[src/rtl/ccr_flag_stack_if.sv]
// Execute-stage ALU flag interface between the ALU (master) and the
// condition-code register (slave).
interface ccr_flag_stack_if;
    logic [2:0] alu_flags;
    logic       flag_we;
    logic       branch_valid;
    logic [1:0] branch_type;
    logic       int_push;
    logic       rti_pop;
    logic [2:0] old_flags;
    logic       branch_taken;
    logic       stack_empty;
    logic       stack_full;
    logic       stack_err;

    modport master (
        output alu_flags, flag_we, branch_valid, branch_type,
        output int_push, rti_pop,
        input  old_flags, branch_taken, stack_empty, stack_full, stack_err
    );

    modport slave (
        input  alu_flags, flag_we, branch_valid, branch_type,
        input  int_push, rti_pop,
        output old_flags, branch_taken, stack_empty, stack_full, stack_err
    );
endinterface

[src/rtl/ccr_flag_stack.sv]
// CCR {C,N,Z} with jump evaluation/clear and an interrupt save LIFO.
// Define CCR_FLAG_BYPASS_EN to evaluate jumps against same-cycle alu_flags.
module ccr_flag_stack #(
    parameter int DEPTH = 4,
    parameter int CNT_W = 3
) (
    input logic             clk,
    input logic             rst_n,
    ccr_flag_stack_if.slave bus
);
    localparam int SLOTS = 2 ** CNT_W;

    logic [2:0]       ccr;
    logic [2:0]       lifo [SLOTS];
    logic [CNT_W-1:0] occ;
    logic             err;

    logic [2:0]       eval;
    logic             taken;
    logic [2:0]       keep;
    logic             full;
    logic             empty;
    logic             do_push;
    logic             do_pop;
    logic             err_set;
    logic [CNT_W-1:0] top;

`ifdef CCR_FLAG_BYPASS_EN
    assign eval = bus.flag_we ? bus.alu_flags : ccr;
`else
    assign eval = ccr;
`endif

    always_comb begin
        taken = 1'b0;
        if (bus.branch_valid) begin
            unique case (bus.branch_type)
                2'b00: taken = 1'b1;
                2'b01: taken = eval[0];
                2'b10: taken = eval[1];
                2'b11: taken = eval[2];
                default: taken = 1'b0;
            endcase
        end
    end

    // Mask that clears the tested flag of a taken conditional jump
    always_comb begin
        keep = 3'b111;
        if (taken) begin
            unique case (bus.branch_type)
                2'b01: keep = 3'b110;
                2'b10: keep = 3'b101;
                2'b11: keep = 3'b011;
                default: keep = 3'b111;
            endcase
        end
    end

    assign full    = (occ == CNT_W'(DEPTH));
    assign empty   = (occ == '0);
    assign top     = occ - CNT_W'(1);
    assign do_push = bus.int_push & ~bus.rti_pop & ~full;
    assign do_pop  = bus.rti_pop & ~bus.int_push & ~empty;
    assign err_set = (bus.int_push & bus.rti_pop)
                   | (bus.int_push & ~bus.rti_pop & full)
                   | (bus.rti_pop & ~bus.int_push & empty);

    always_ff @(posedge clk) begin
        if (!rst_n) begin
            ccr <= 3'b000;
            occ <= '0;
            err <= 1'b0;
        end else begin
            if (do_pop)
                ccr <= lifo[top];
            else if (bus.flag_we)
                ccr <= bus.alu_flags & keep;
            else
                ccr <= ccr & keep;

            if (do_push)
                occ <= occ + CNT_W'(1);
            else if (do_pop)
                occ <= top;

            if (err_set)
                err <= 1'b1;
        end
    end

    // Saved entries need no reset; occupancy alone defines validity
    always_ff @(posedge clk) begin
        if (rst_n && do_push)
            lifo[occ] <= ccr;
    end

    assign bus.old_flags    = ccr;
    assign bus.branch_taken = taken;
    assign bus.stack_empty  = empty;
    assign bus.stack_full   = full;
    assign bus.stack_err    = err;
endmodule

[src/flat_wrapper.sv]
// flat-port wrapper written by rule: the top's interface ports become plain ports
module ccr_flag_stack_flat 
#(
    parameter int DEPTH = 4,
    parameter int CNT_W = 3
)
  (clk, rst_n, bus_alu_flags, bus_flag_we, bus_branch_valid, bus_branch_type, bus_int_push, bus_rti_pop, bus_old_flags, bus_branch_taken, bus_stack_empty, bus_stack_full, bus_stack_err);
  ccr_flag_stack_if bus_i ();
  input logic clk;
  input logic rst_n;
  input wire logic [$bits(bus_i.alu_flags)-1:0] bus_alu_flags;
  input wire logic [$bits(bus_i.flag_we)-1:0] bus_flag_we;
  input wire logic [$bits(bus_i.branch_valid)-1:0] bus_branch_valid;
  input wire logic [$bits(bus_i.branch_type)-1:0] bus_branch_type;
  input wire logic [$bits(bus_i.int_push)-1:0] bus_int_push;
  input wire logic [$bits(bus_i.rti_pop)-1:0] bus_rti_pop;
  output wire logic [$bits(bus_i.old_flags)-1:0] bus_old_flags;
  output wire logic [$bits(bus_i.branch_taken)-1:0] bus_branch_taken;
  output wire logic [$bits(bus_i.stack_empty)-1:0] bus_stack_empty;
  output wire logic [$bits(bus_i.stack_full)-1:0] bus_stack_full;
  output wire logic [$bits(bus_i.stack_err)-1:0] bus_stack_err;
  assign bus_i.alu_flags = bus_alu_flags;
  assign bus_i.flag_we = bus_flag_we;
  assign bus_i.branch_valid = bus_branch_valid;
  assign bus_i.branch_type = bus_branch_type;
  assign bus_i.int_push = bus_int_push;
  assign bus_i.rti_pop = bus_rti_pop;
  assign bus_old_flags = bus_i.old_flags;
  assign bus_branch_taken = bus_i.branch_taken;
  assign bus_stack_empty = bus_i.stack_empty;
  assign bus_stack_full = bus_i.stack_full;
  assign bus_stack_err = bus_i.stack_err;
  ccr_flag_stack #(.DEPTH(DEPTH), .CNT_W(CNT_W)) u_core (.clk(clk), .rst_n(rst_n), .bus(bus_i));
endmodule
[config.mk]
export PLATFORM = sky130hd
export DESIGN_NAME = ccr_flag_stack_flat
export DESIGN_NICKNAME = d
export VERILOG_FILES = /design/src/rtl/ccr_flag_stack_if.sv /design/src/rtl/ccr_flag_stack.sv /design/src/flat_wrapper.sv
export SDC_FILE = /design/constraint.sdc
export NUM_CORES = 1
export LEC_CHECK = 0
export CAP_MARGIN = 20
export CORE_ASPECT_RATIO = 0.6
export CORE_UTILIZATION = 50
export CTS_CLUSTER_DIAMETER = 120
export DETAILED_ROUTE_END_ITERATION = 8
export PLACE_DENSITY = 0.76
export SETUP_SLACK_MARGIN = 0.02
export SLEW_MARGIN = 5
export SYNTH_ARGS = -nofsm -noshare
export SYNTH_HDL_FRONTEND = slang
export SYNTH_SLANG_ARGS = --single-unit
[constraint.sdc]
create_clock -name clk -period 4.5 [get_ports clk]
set_input_delay 0.9 -clock clk [delete_from_list [all_inputs] [get_ports clk]]
set_output_delay 0.9 -clock clk [all_outputs]
set_load 0.005 [all_outputs]
======== Word level (Yosys, flattened, before mapping) ========
Memory sizes are Yosys's and may differ from the RTL's.
Cells that the tools add are included.
operators by class
  add/subtract/negate cells ............... 2
  equal/unequal tests ..................... 4
  muxes and demuxes ....................... 10
  bitwise gates (word level) .............. 15
  reductions and logical operators ........ 4
operator list
  cell                   number
  $mux W3                5
  $pmux W3 S3            1
  $and A1 B1 Y1          7
  $and A3 B3 Y3          2
  $eq A2 B2 Y1 const B   2
  $not A1 Y1             4
  $pmux W1 S4            1
  $add A3 B1 Y3 const B  1
  $eq A3 B3 Y1 const B   1
  $logic_not A3 Y1       1
  $mux W1                3
  $sub A3 B1 Y3 const B  1
  $eq A2 B1 Y1 const B   1
  $logic_not A2 Y1       1
  $or A1 B1 Y1           2
  $reduce_bool A2 Y1     1
  $logic_and A1 B1 Y1    1
storage, ports and cells
  register bits ........................... 7
  memory bits (writable) .................. 24
  input bits .............................. 11
  output and inout port bits .............. 7
  logic and storage cells ................. 39
  memories kept ........................... 1
memory list
  memory       words  width  rd ports  clocked after memory_dff  write ports  RTL line              source
  u_core.lifo  8      3      1         0                         1            ccr_flag_stack.sv:14  logic [2:0] lifo [SLOTS];

======== Longest topological paths before layout ========
  depth in word-level cells ............... 7
  depth in mapped cells ................... 8
  mapped depth without buffers ............ 6

======== Worst setup path before layout ========
No wires, ideal clock.
  path type ............................... input-to-output
  start ................................... in bus_branch_type[1]
  end ..................................... out bus_branch_taken
  data arrival time ....................... 1,220 ps
  slack ................................... 2,380 ps
  stages on the path ...................... 3
  buffers on the path ..................... 0
  cell sequence ........................... nand2b_1 -> o21ai_0 -> a21oi_1
on the way
  longest elaborated chain between the ends .. 3
ends and longest elaborated chain
  element                                     RTL line              source
  start, declared                             flat_wrapper.sv:14    input wire logic [$bits(bus_i.branch_type)-1:0] bus_branch_type;
  $eq A2 B2 Y1, or another cell as far along  ccr_flag_stack.sv:37  unique case (bus.branch_type)
  $pmux W1 S4 (*)                             ccr_flag_stack.sv:37
  $mux W1 (*)                                 ccr_flag_stack.sv:36  if (bus.branch_valid) begin
  end, declared                               flat_wrapper.sv:18    output wire logic [$bits(bus_i.branch_taken)-1:0] bus_branch_taken;
Every way passes the cells marked *; elsewhere a longest branch is shown, timed or not.

======== Worst setup path after layout ========
Ends and elaborated chain as after synthesis.

==> metrics.cfg <==
[clock_network]
clockBufferDepth = 2
clockRootBuffer = clkbuf_8
cts.sinks = 31
htreeDepth = 2
cts-hold-fix-buffers = 0
cts_buffers = 5
cts_resized = 0
cts_setup_buffers = 0
clk_latency_ns = 0.29
path_clk_slew_ns = 0.06
cts_tree = built

[hold_path]
hold_class = reg2reg
holdCritStartpoint = u_core.bus.stack_err
holdPathEnd = u_core.bus.stack_err
worstHoldPathCells = 2

[setup_path]
ff2ff_path_depth = 6
path_class = in2out
crit_fanout = 4
cp-start-kind = input port
required_ns = 3.60
end_kind = output port
r2r_setup_slack_ns = 1.85
rr_startpoint = u_core.occ[0]
cp.arrival_ns = 2.29
timing.rr.end = u_core.lifo[0][0]

[die]
die_area_um2 = 3160
placementRows = 14
dieWidth_um = 71.9
core_area_um2 = 2650
die_h_um = 44.0
initial_core_util_pct = 55.4
ios = 18

[flow_run]
cap_violations = 0

[grt]
grt_use_total_pct = 22.9
grt_max_degree = 13
overflow = 0
grt_pass1_vias = 953
grt_pass1_wl_mm = 4.83
antenna_found_initial = 0

[placed_design]
dpl.cell_count = 167
port_buffers = 17
place_hpwl_mm = 2.16
gp_congestion = 0.847

[run_status]
status = complete, no violations

[logic_synthesis]
syn-num-nets = 128
synth_seq_area_share_pct = 58.7
yosys_register_bits = 31
syn_inst = 114
synth-edff-count = 24
ys_types = 30
ys_warn_count = 0
synth.cell_area_um2 = 1470
synthFlopType = edfxtp_1
synthArstFlopShare_pct = 0
avgSynthCellArea_um2 = 12.9

[detailed_routing]
final_antenna_net_count = 0
vias = 981
dr.pass1.iters = 4
drt_iter0_markers = 162
vias_per_cell = 5.61
wl_met3_um = 261
remaining_drc_errors = 0
wl_mm = 3.00
dr.max_layer_used = met4
met2WireLength_mm = 1.30
avgRoutedWirePerCell_um = 17.1
met1Wirelength_mm = 1.42

[power]
power_density_nw_per_um2 = 387
irDropWorstVdd_uv = 221
power.leakage_nw = 0.618

[timing]
rsz0062_at_grt = false
fmax_mhz = 314
finalHoldViolCount = 0
slew_violations = 0
skew_ns = 0.00883
setup_viol = 0
slew_headroom_pct = 60.0
tightest_slew_ns = 0.596
fin_crit_ns = 3.19
finalCritPeriodShare_pct = 70.8
setup_tns_ns = 0

[finish]
fin_cells = 175
fin_nets = 148
syn2layout_area_growth_pct = 18.3
antenna_cells = 0
layout_common_cells = edfxtp_1, clkdlybuf4s50_1, nand3_1, mux2i_1, nor2_1
final_common_cell = edfxtp_1
fillers = 193
drive_above_1_share_pct = 9.63

-- cell families after synthesis --
family,after synthesis,share of synthesized area (%)
AOI/OAI and AO/OA,13,6.40
xor gates and xnor gates,1,1.11
adders and majority gates,3,2.56
buffers and inverters,9,3.50
DFF,31,58.7
muxes,14,12.3
and+or+nand+nor,43,15.4
-- synthesized netlist by cell type, drive strengths merged (2+ instances only) --
cell     n  share of area, %
a21oi    2              0.68
o32ai    3               1.8
nor2b    2              0.85
nand4b   2               1.2
mux2     2               1.5
nand2    9               2.8
edfxtp  24                49
nand3   10               3.4
inv      5               1.3
nor2     9               2.3
nand2b   4               1.7
buf      4               2.2
mux2i    9               6.1
nor3     2              0.68
o21ai    3               1.0
ha       3               2.6
and3b    2               1.2
dfxtp    7               9.6
mux4     3               4.6
-- per-layer routing --
metal / global-route usage (%) / vias to the layer above
li1: - / 465
met1: 31.3 / 470
met2: 29.6 / 42
met3: 10.2 / 4
met4: 14.1 / 0
met5: 0 / -
-- cell type report --
class | count | area [um2] | area share (%)
multi-input cells | 74 | 554 | 31.9
clock buffers | 6 | 72.6 | 4.18
flip-flops and latches | 31 | 861 | 49.6
well taps | 40 | 50.0 | 2.88
clock inverters | 2 | 8.76 | 0.505
inverters | 5 | 18.8 | 1.08
repair buffers | 17 | 170 | 9.81
-- power by group --
part / switching, mW / total (mW) / leakage (nW) / internal, mW
logic: 0.0588 / 0.120 / 0.296 / 0.0611
registers: 0.0205 / 0.343 / 0.279 / 0.322
clock network: 0.103 / 0.209 / 0.0426 / 0.106
total: 0.182 / 0.671 / 0.618 / 0.489
-- critical path, cell delays in order --
cell,delay (ns)
clkdlybuf4s50_1,0.53
nand2b_1,0.14
o21ai_0,0.08
a21oi_1,0.13
clkdlybuf4s50_1,0.51
-- stage by stage --
stage | util [%] | power, mW | instance area, um2 | setup slack [ns] | hold WS (ns)
floorplan | - | 0.421 | 1470 | 2.38 | 0.493
finish | 65.6 | 0.671 | 1740 | 1.31 | 0.524
CTS | 65.6 | 0.672 | 1740 | 1.32 | 0.531
global placement | 62.5 | 0.463 | 1650 | 1.36 | 0.486
detailed placement | 62.5 | 0.467 | 1650 | 1.33 | 0.514
global route | 65.6 | 0.697 | 1740 | 1.21 | 0.590
-- registers in the layout, summed over array words and instances, names as in the netlist --
register / flops
u_core.lifo: 24
u_core.bus.stack_err: 1
u_core.occ: 3
u_core.bus.old_flags: 3
-- worst max path at each step --
stage,endpoint,cells past startpoint,slack (ns),from
floorplan,bus_branch_taken,3,2.38,bus_branch_type[1]
global placement,bus_branch_taken,5,1.36,bus_branch_type[1]
CTS,bus_branch_taken,5,1.32,bus_branch_type[1]
detailed placement,bus_branch_taken,5,1.33,bus_branch_type[1]
global route,bus_branch_taken,5,1.21,bus_branch_type[1]
finish,bus_branch_taken,5,1.31,bus_branch_type[1]
(Power assumes the default switching activity.)
